$ cat config.mk
export PLATFORM = sky130hd
export DESIGN_NAME = branch_resolve_bht
export DESIGN_NICKNAME = d
export VERILOG_FILES = /design/src/rtl/branch_resolve_bht.sv
export SDC_FILE = /design/constraint.sdc
export NUM_CORES = 1
export LEC_CHECK = 0
export CAP_MARGIN = 30
export CORE_MARGIN = 4
export CORE_UTILIZATION = 40
export DETAILED_ROUTE_END_ITERATION = 8
export PLACE_DENSITY = 0.77
export SLEW_MARGIN = 20
export SYNTH_ARGS = -nofsm -noshare
export SYNTH_HDL_FRONTEND = slang
export SYNTH_SLANG_ARGS = --single-unit
export TNS_END_PERCENT = 30
$ cat constraint.sdc
create_clock -name clk -period 1.3 [get_ports clk]
set_input_delay 0.195 -clock clk [delete_from_list [all_inputs] [get_ports clk]]
set_output_delay 0.195 -clock clk [all_outputs]
set_load 0.02 [all_outputs]
$ cat src/rtl/branch_resolve_bht.sv
`default_nettype none
// ============================================================================
// Module      : branch_resolve_bht
// Description : MEM-stage branch resolution (BEQ/BNE from ALU zero flag) with
//               a bimodal branch history table of saturating counters.
//               Fetch looks up a prediction by if_pc; the MEM stage resolves
//               the branch, drives PCSrc, flags mispredictions and trains
//               the table entry selected by mem_pc.
// Ports       : clk, rst_n (async, active-low)
//               if_pc / if_pred_taken           - fetch-stage lookup
//               mem_valid, mem_branch, mem_bne,
//               zero, mem_pc, mem_pred_taken     - MEM-stage resolve inputs
//               PCSrc, mispredict                - combinational results
//               stats_clr, branch_count,
//               mispredict_count                 - only with BRANCH_STATS_EN
// Config      : define BRANCH_STATS_EN to build the statistics counters.
// Revision    : 1.0 - initial release
// ============================================================================
module branch_resolve_bht #(
    parameter int ADDR_W = 32,
    parameter int IDX_W  = 4,
    parameter int CNT_W  = 2
) (
    input  logic              clk,
    input  logic              rst_n,
    input  logic [ADDR_W-1:0] if_pc,
    output logic              if_pred_taken,
    input  logic              mem_valid,
    input  logic              mem_branch,
    input  logic              mem_bne,
    input  logic              zero,
    input  logic [ADDR_W-1:0] mem_pc,
    input  logic              mem_pred_taken,
    output logic              PCSrc,
    output logic              mispredict
`ifdef BRANCH_STATS_EN
    ,
    input  logic              stats_clr,
    output logic [15:0]       branch_count,
    output logic [15:0]       mispredict_count
`endif
);

    localparam int             c_entries  = 2 ** IDX_W;
    localparam logic [CNT_W-1:0] c_cnt_max  = {CNT_W{1'b1}};
    // Weakly not-taken: MSB clear, all lower bits set.
    localparam logic [CNT_W-1:0] c_cnt_init = {1'b0, {(CNT_W-1){1'b1}}};

    logic [IDX_W-1:0] w_if_idx;
    logic [IDX_W-1:0] w_upd_idx;
    logic             w_resolve;
    logic             w_taken;
    logic [CNT_W-1:0] w_cnt [c_entries];

    assign w_if_idx  = if_pc[IDX_W+1:2];
    assign w_upd_idx = mem_pc[IDX_W+1:2];

    // Upper PC bits alias onto the same entries; byte-offset bits never vary.
    logic w_unused_pc_bits;
    assign w_unused_pc_bits = ^{if_pc[ADDR_W-1:IDX_W+2], if_pc[1:0],
                                mem_pc[ADDR_W-1:IDX_W+2], mem_pc[1:0]};

    assign w_resolve  = mem_valid & mem_branch;
    assign w_taken    = zero ^ mem_bne;
    assign PCSrc      = w_resolve & w_taken;
    assign mispredict = w_resolve & (w_taken != mem_pred_taken);

    // Lookup reads the registered value, so a same-cycle update to the same
    // index is seen only on the following cycle.
    assign if_pred_taken = w_cnt[w_if_idx][CNT_W-1];

    generate
        for (genvar g = 0; g < c_entries; g++) begin : g_entry
            logic [CNT_W-1:0] r_cnt;

            always_ff @(posedge clk or negedge rst_n) begin
                if (!rst_n) begin
                    r_cnt <= c_cnt_init;
                end else if (w_resolve && (w_upd_idx == IDX_W'(g))) begin
                    if (w_taken) begin
                        if (r_cnt != c_cnt_max) r_cnt <= r_cnt + CNT_W'(1);
                    end else begin
                        if (r_cnt != '0) r_cnt <= r_cnt - CNT_W'(1);
                    end
                end
            end

            assign w_cnt[g] = r_cnt;
        end
    endgenerate

`ifdef BRANCH_STATS_EN
    logic [15:0] r_branch_count;
    logic [15:0] r_mispredict_count;

    // Clear wins over a same-cycle increment; both counters stick at 0xFFFF.
    always_ff @(posedge clk or negedge rst_n) begin
        if (!rst_n) begin
            r_branch_count     <= '0;
            r_mispredict_count <= '0;
        end else if (stats_clr) begin
            r_branch_count     <= '0;
            r_mispredict_count <= '0;
        end else if (w_resolve) begin
            if (r_branch_count != 16'hFFFF)
                r_branch_count <= r_branch_count + 16'd1;
            if (mispredict && (r_mispredict_count != 16'hFFFF))
                r_mispredict_count <= r_mispredict_count + 16'd1;
        end
    end

    assign branch_count     = r_branch_count;
    assign mispredict_count = r_mispredict_count;
`endif

endmodule
`default_nettype wire
# Yosys cells after proc, flatten, opt, wreduce, memory -nomap -nowiden
# Index checks and enable logic that the tools add are counted.
# op_classes
n_lt_le_gt_ge,1
addsub,32
n_eq_ne,48
bitwise_logic,5
n_reduce_logical,65
n_mux,51
# op_table
operator,n
2-bit 2-to-1 mux,50
2-bit nonzero test,32
3-bit AND reduction,16
"2-bit by 1-bit adder with 2-bit output, second input constant",16
"4-bit equality test, second input constant",8
"2-bit by 1-bit != test with 1-bit output, second input constant",16
"2-bit != test, second input constant",16
"2-bit by 1-bit subtractor with 2-bit output, second input constant",16
"4-bit by 3-bit equality test with 1-bit output, second input constant",4
1-bit logical AND,16
2-bit binary-select mux with 4-bit select,1
"4-bit by 2-bit equality test with 1-bit output, second input constant",2
"5-bit greater-or-equal comparator, second input constant",1
4-bit inverter with 5-bit output,1
"4-bit by 1-bit equality test with 1-bit output, second input constant",1
4-bit logical NOT,1
1-bit AND,3
1-bit != test,1
1-bit bitwise XOR,1
# word_totals
inputBits,71
word_cells,218
output_inout_bits,3
regBits,32

# Longest topological paths before layout
# depth
word_depth,4
depth_mapped,6

# Worst setup path before layout
# No wires, ideal clock.
# synth_path
path_kind,register -> output
startpoint,register g_entry[3].r_cnt[1]
endpoint,output if_pred_taken
path_slack_ns,-0.190
path_stages_with_launch,5
arrival_time_ns,1.295
path_cell_list,dfrtp_1 mux4_2 nor2b_1 a211oi_1 a21oi_1
# synth_between
elab_chain_len,3
# synth_rtl
element,line_no,rtl
"start, declared",74,logic [CNT_W-1:0] r_cnt;
"start signal, assigned",78,r_cnt <= c_cnt_init;
"start signal, assigned",81,if (r_cnt != c_cnt_max) r_cnt <= r_cnt + CNT_W'(1);
"start signal, assigned",83,if (r_cnt != '0) r_cnt <= r_cnt - CNT_W'(1);
2-bit binary-select mux with 4-bit select,70,assign if_pred_taken = w_cnt[w_if_idx][CNT_W-1];
2-bit 2-to-1 mux (not written as such) (2 in a row),70,
"end, declared",27,"output logic if_pred_taken,"
# No other way between the ends. The select of a mux whose other input is x is not followed.

# Worst setup path in the final report
# Ends and elaborated chain as after synthesis.

==> metrics <==
r2r setup slk 0.28 ns; fin. max-slew vios 0; Setup TNS -0.5708 ns; Peak VDD IR 0.0005191 V; final core occ 56.85%; Psw 0.0009686 W; CTS root buf clkbuf_8; number of cell rows 24; Slew HR 77.63%; drt pass-1 iters 4; TritonCTS Buffers 5; Post-Synth XOR/XNOR Area 1.768%; Synth Area in Compound Gates 22.07%; routed vias/inst 5.700; Period Utilization, post-route 143.9%; top cell type's share of synthesized area 22.00%; post-synthesis instance area 1911 sq um; Finished Layout Cells 310; CP Max Fanout 2; NumNets Final 328; post-route antenna net violation count 0; Avg WL per Cell 15.49 um; post-route cell area 2544 sq um; ant diodes 0; Post-Syn Instances 212; violated checks setup timing; CTS tree yes; placed inst area 2346 sq um; Die X-Extent 77.11 um; register with the most flip-flops g_entry.r_cnt; post-synthesis mux area share 7.204%; ys async rst share 100.0%; Hold-fix buffers, CTS 0; Post-synth EDFFs 0; number of global-route vias before repair 1727; Comb pwr share 26.9%; Clock power frac 31.4%; # IOs 74; Netlist cell types 34; GRT Total Usage 17.74%; Worst Tran Pin Value 0.3356 ns; Max Root-Sink Buffers 2; sequential group share of total power 41.8%; fmax 0.5345 GHz; WHS 0.2770 ns; DRT iter0 DRCs 143; PwrDens 1322 nW/um^2; RSZ-0062 raised after global routing true; MaxCap Viol Count 0; die area 5946 sq um; GP Congestion 0.8657; worst path required time 1.11 ns; Initial Utilization 42.70%; Int Pwr 0.002394 W; sequential area share after synthesis 42.96%; clk slew on worst S/H paths 0.07 ns; largest family of logic cells by synthesized area simple AND/OR/NAND/NOR gates; setup violators final 1; CP Capture Type output pin; Mapped Avg Cell Area 9.012 sq um; first-pass GRT wire length 8355 um; H-tree levels 2; minimum clock period 1.871 ns; IO Port Bufs 17; Fin. Hold Viols 0; min-delay worst type in -> async; Synth Net Count 283; clk sink count 32; Synth area leader dfstp_2; Net Sw Frac 28.80%; ys flop type dfstp_2; Clk Latency, worst-skew pair 0.29 ns; Adder-Cell Fraction of Synth Area 0%; area grow syn2layout 33.14%; Critical Path AT 1.68 ns; most frequent cells in the layout 30 x o21ai_0, 29 x buf_4, 22 x nor2_1, 20 x nand2_1; Placed Instances 300; share of cells above drive strength 1 32.56%; largest net degree at the start of global routing 49; Remaining DRCs 0; core footprint 4474 sq um; Worst Setup Start Kind flop; biggest regs g_entry.r_cnt x32; initial antenna violation count 0; Synthesis Warnings 0; dominant cells by area after synthesis dfstp_2 22%, dfrtp_1 21%, o21ai_0 8.1%; Setup CP Type reg -> out; WL final 4802 um; FF+latch count, synth 32; Largest register FFs 32; dpl hpwl 3352 um; fin worst setup slack -0.5708 ns; total grt overflow 0; clk_skew 0.002075 ns; status finished with violations; commonest non-fill, non-tap cell in the layout o21ai_0; vias 1767; Die Span Y 77.11 um; P_leak 1.029 nW; Synth Area in Simple Gates 22.20%
-- routing by layer --
| layer | track usage (%) | routed length, um |
|---|---|---|
| met5 | 0 | 0 |
| met4 | 6.762 | 97 |
| met2 | 28.05 | 2295 |
| met3 | 5.035 | 229 |
| met1 | 23.00 | 2179 |
-- critical path, stage by stage, from the launching register on --
cell      delay (ns)
dfrtp_1         0.41
mux4_2          0.47
nor2b_4         0.14
a211oi_2        0.16
a21oi_2         0.07
buf_6           0.13
-- power by group through the flow --
stage / sequential (W) / combinational, W / clock [W]
after floorplan: 0.00140 / 0.000483 / 0
after global placement: 0.00140 / 0.000821 / 0
after detailed placement: 0.00140 / 0.000859 / 0
after CTS: 0.00140 / 0.000889 / 0.00108
after global routing: 0.00143 / 0.00101 / 0.00114
final: 0.00140 / 0.000904 / 0.00105
-- what timing repair did --
action,4_1_cts,5_1_grt
gates resized for setup,37,10
endpoints found under the hold margin,0,0
buffers inserted,0,2
endpoints found under the setup margin,35,20
pin swaps,6,5
-- final timing paths --
| check | startpoint | to | cells after the start |
|---|---|---|---|
| setup / recovery | g_entry[3].r_cnt[1] | if_pred_taken | 5 |
| hold / removal | rst_n | g_entry[8].r_cnt[1] | 2 |
| setup reg to reg | g_entry[10].r_cnt[1] | g_entry[10].r_cnt[0] | 4 |
| hold reg to reg | g_entry[14].r_cnt[0] | g_entry[14].r_cnt[0] | 2 |
| max in group asynchronous | rst_n | g_entry[15].r_cnt[0] | 2 |
| min in group clk | g_entry[14].r_cnt[0] | g_entry[14].r_cnt[0] | 2 |
-- cells by family (layout without fill, tap and decap cells) --
logic type	after synthesis	after routing
AND/OR/NAND/NOR	84	84
AO/OA/AOI/OAI	70	70
flip-flops	32	32
buffers and inverters	15	61
multiplexers	8	8
XOR/XNOR	3	3
-- area by class of cell --
type | instances | area, sq um
repair buffers | 49 | 410.4
clock buffers | 7 | 96.34
well taps | 52 | 65.06
flip-flops and latches | 32 | 820.8
fillers | 397 | 1931
clock inverters | 1 | 30.03
multi-input cells | 165 | 1106
inverters | 4 | 15.01
-- synthesized netlist by cell type (4+ instances only) --
library cell	number
dfrtp_1	16
dfstp_2	16
nand2_1	21
a21oi_1	15
nor2_1	22
and2_1	9
o31ai_1	9
nand3_1	10
a31oi_1	4
buf_2	10
o21ai_0	31
nor3_1	6
mux2i_1	4
inv_1	4
-- through the flow --
step	power, W	worst slack, ns
finish	0.003363	-0.5708
global route	0.003583	-0.6161
floorplan	0.001884	-0.1116
detailed placement	0.002263	-1.138
CTS	0.003363	-0.5948
global placement	0.002225	-1.113
Power figures use the tool's default switching activity.
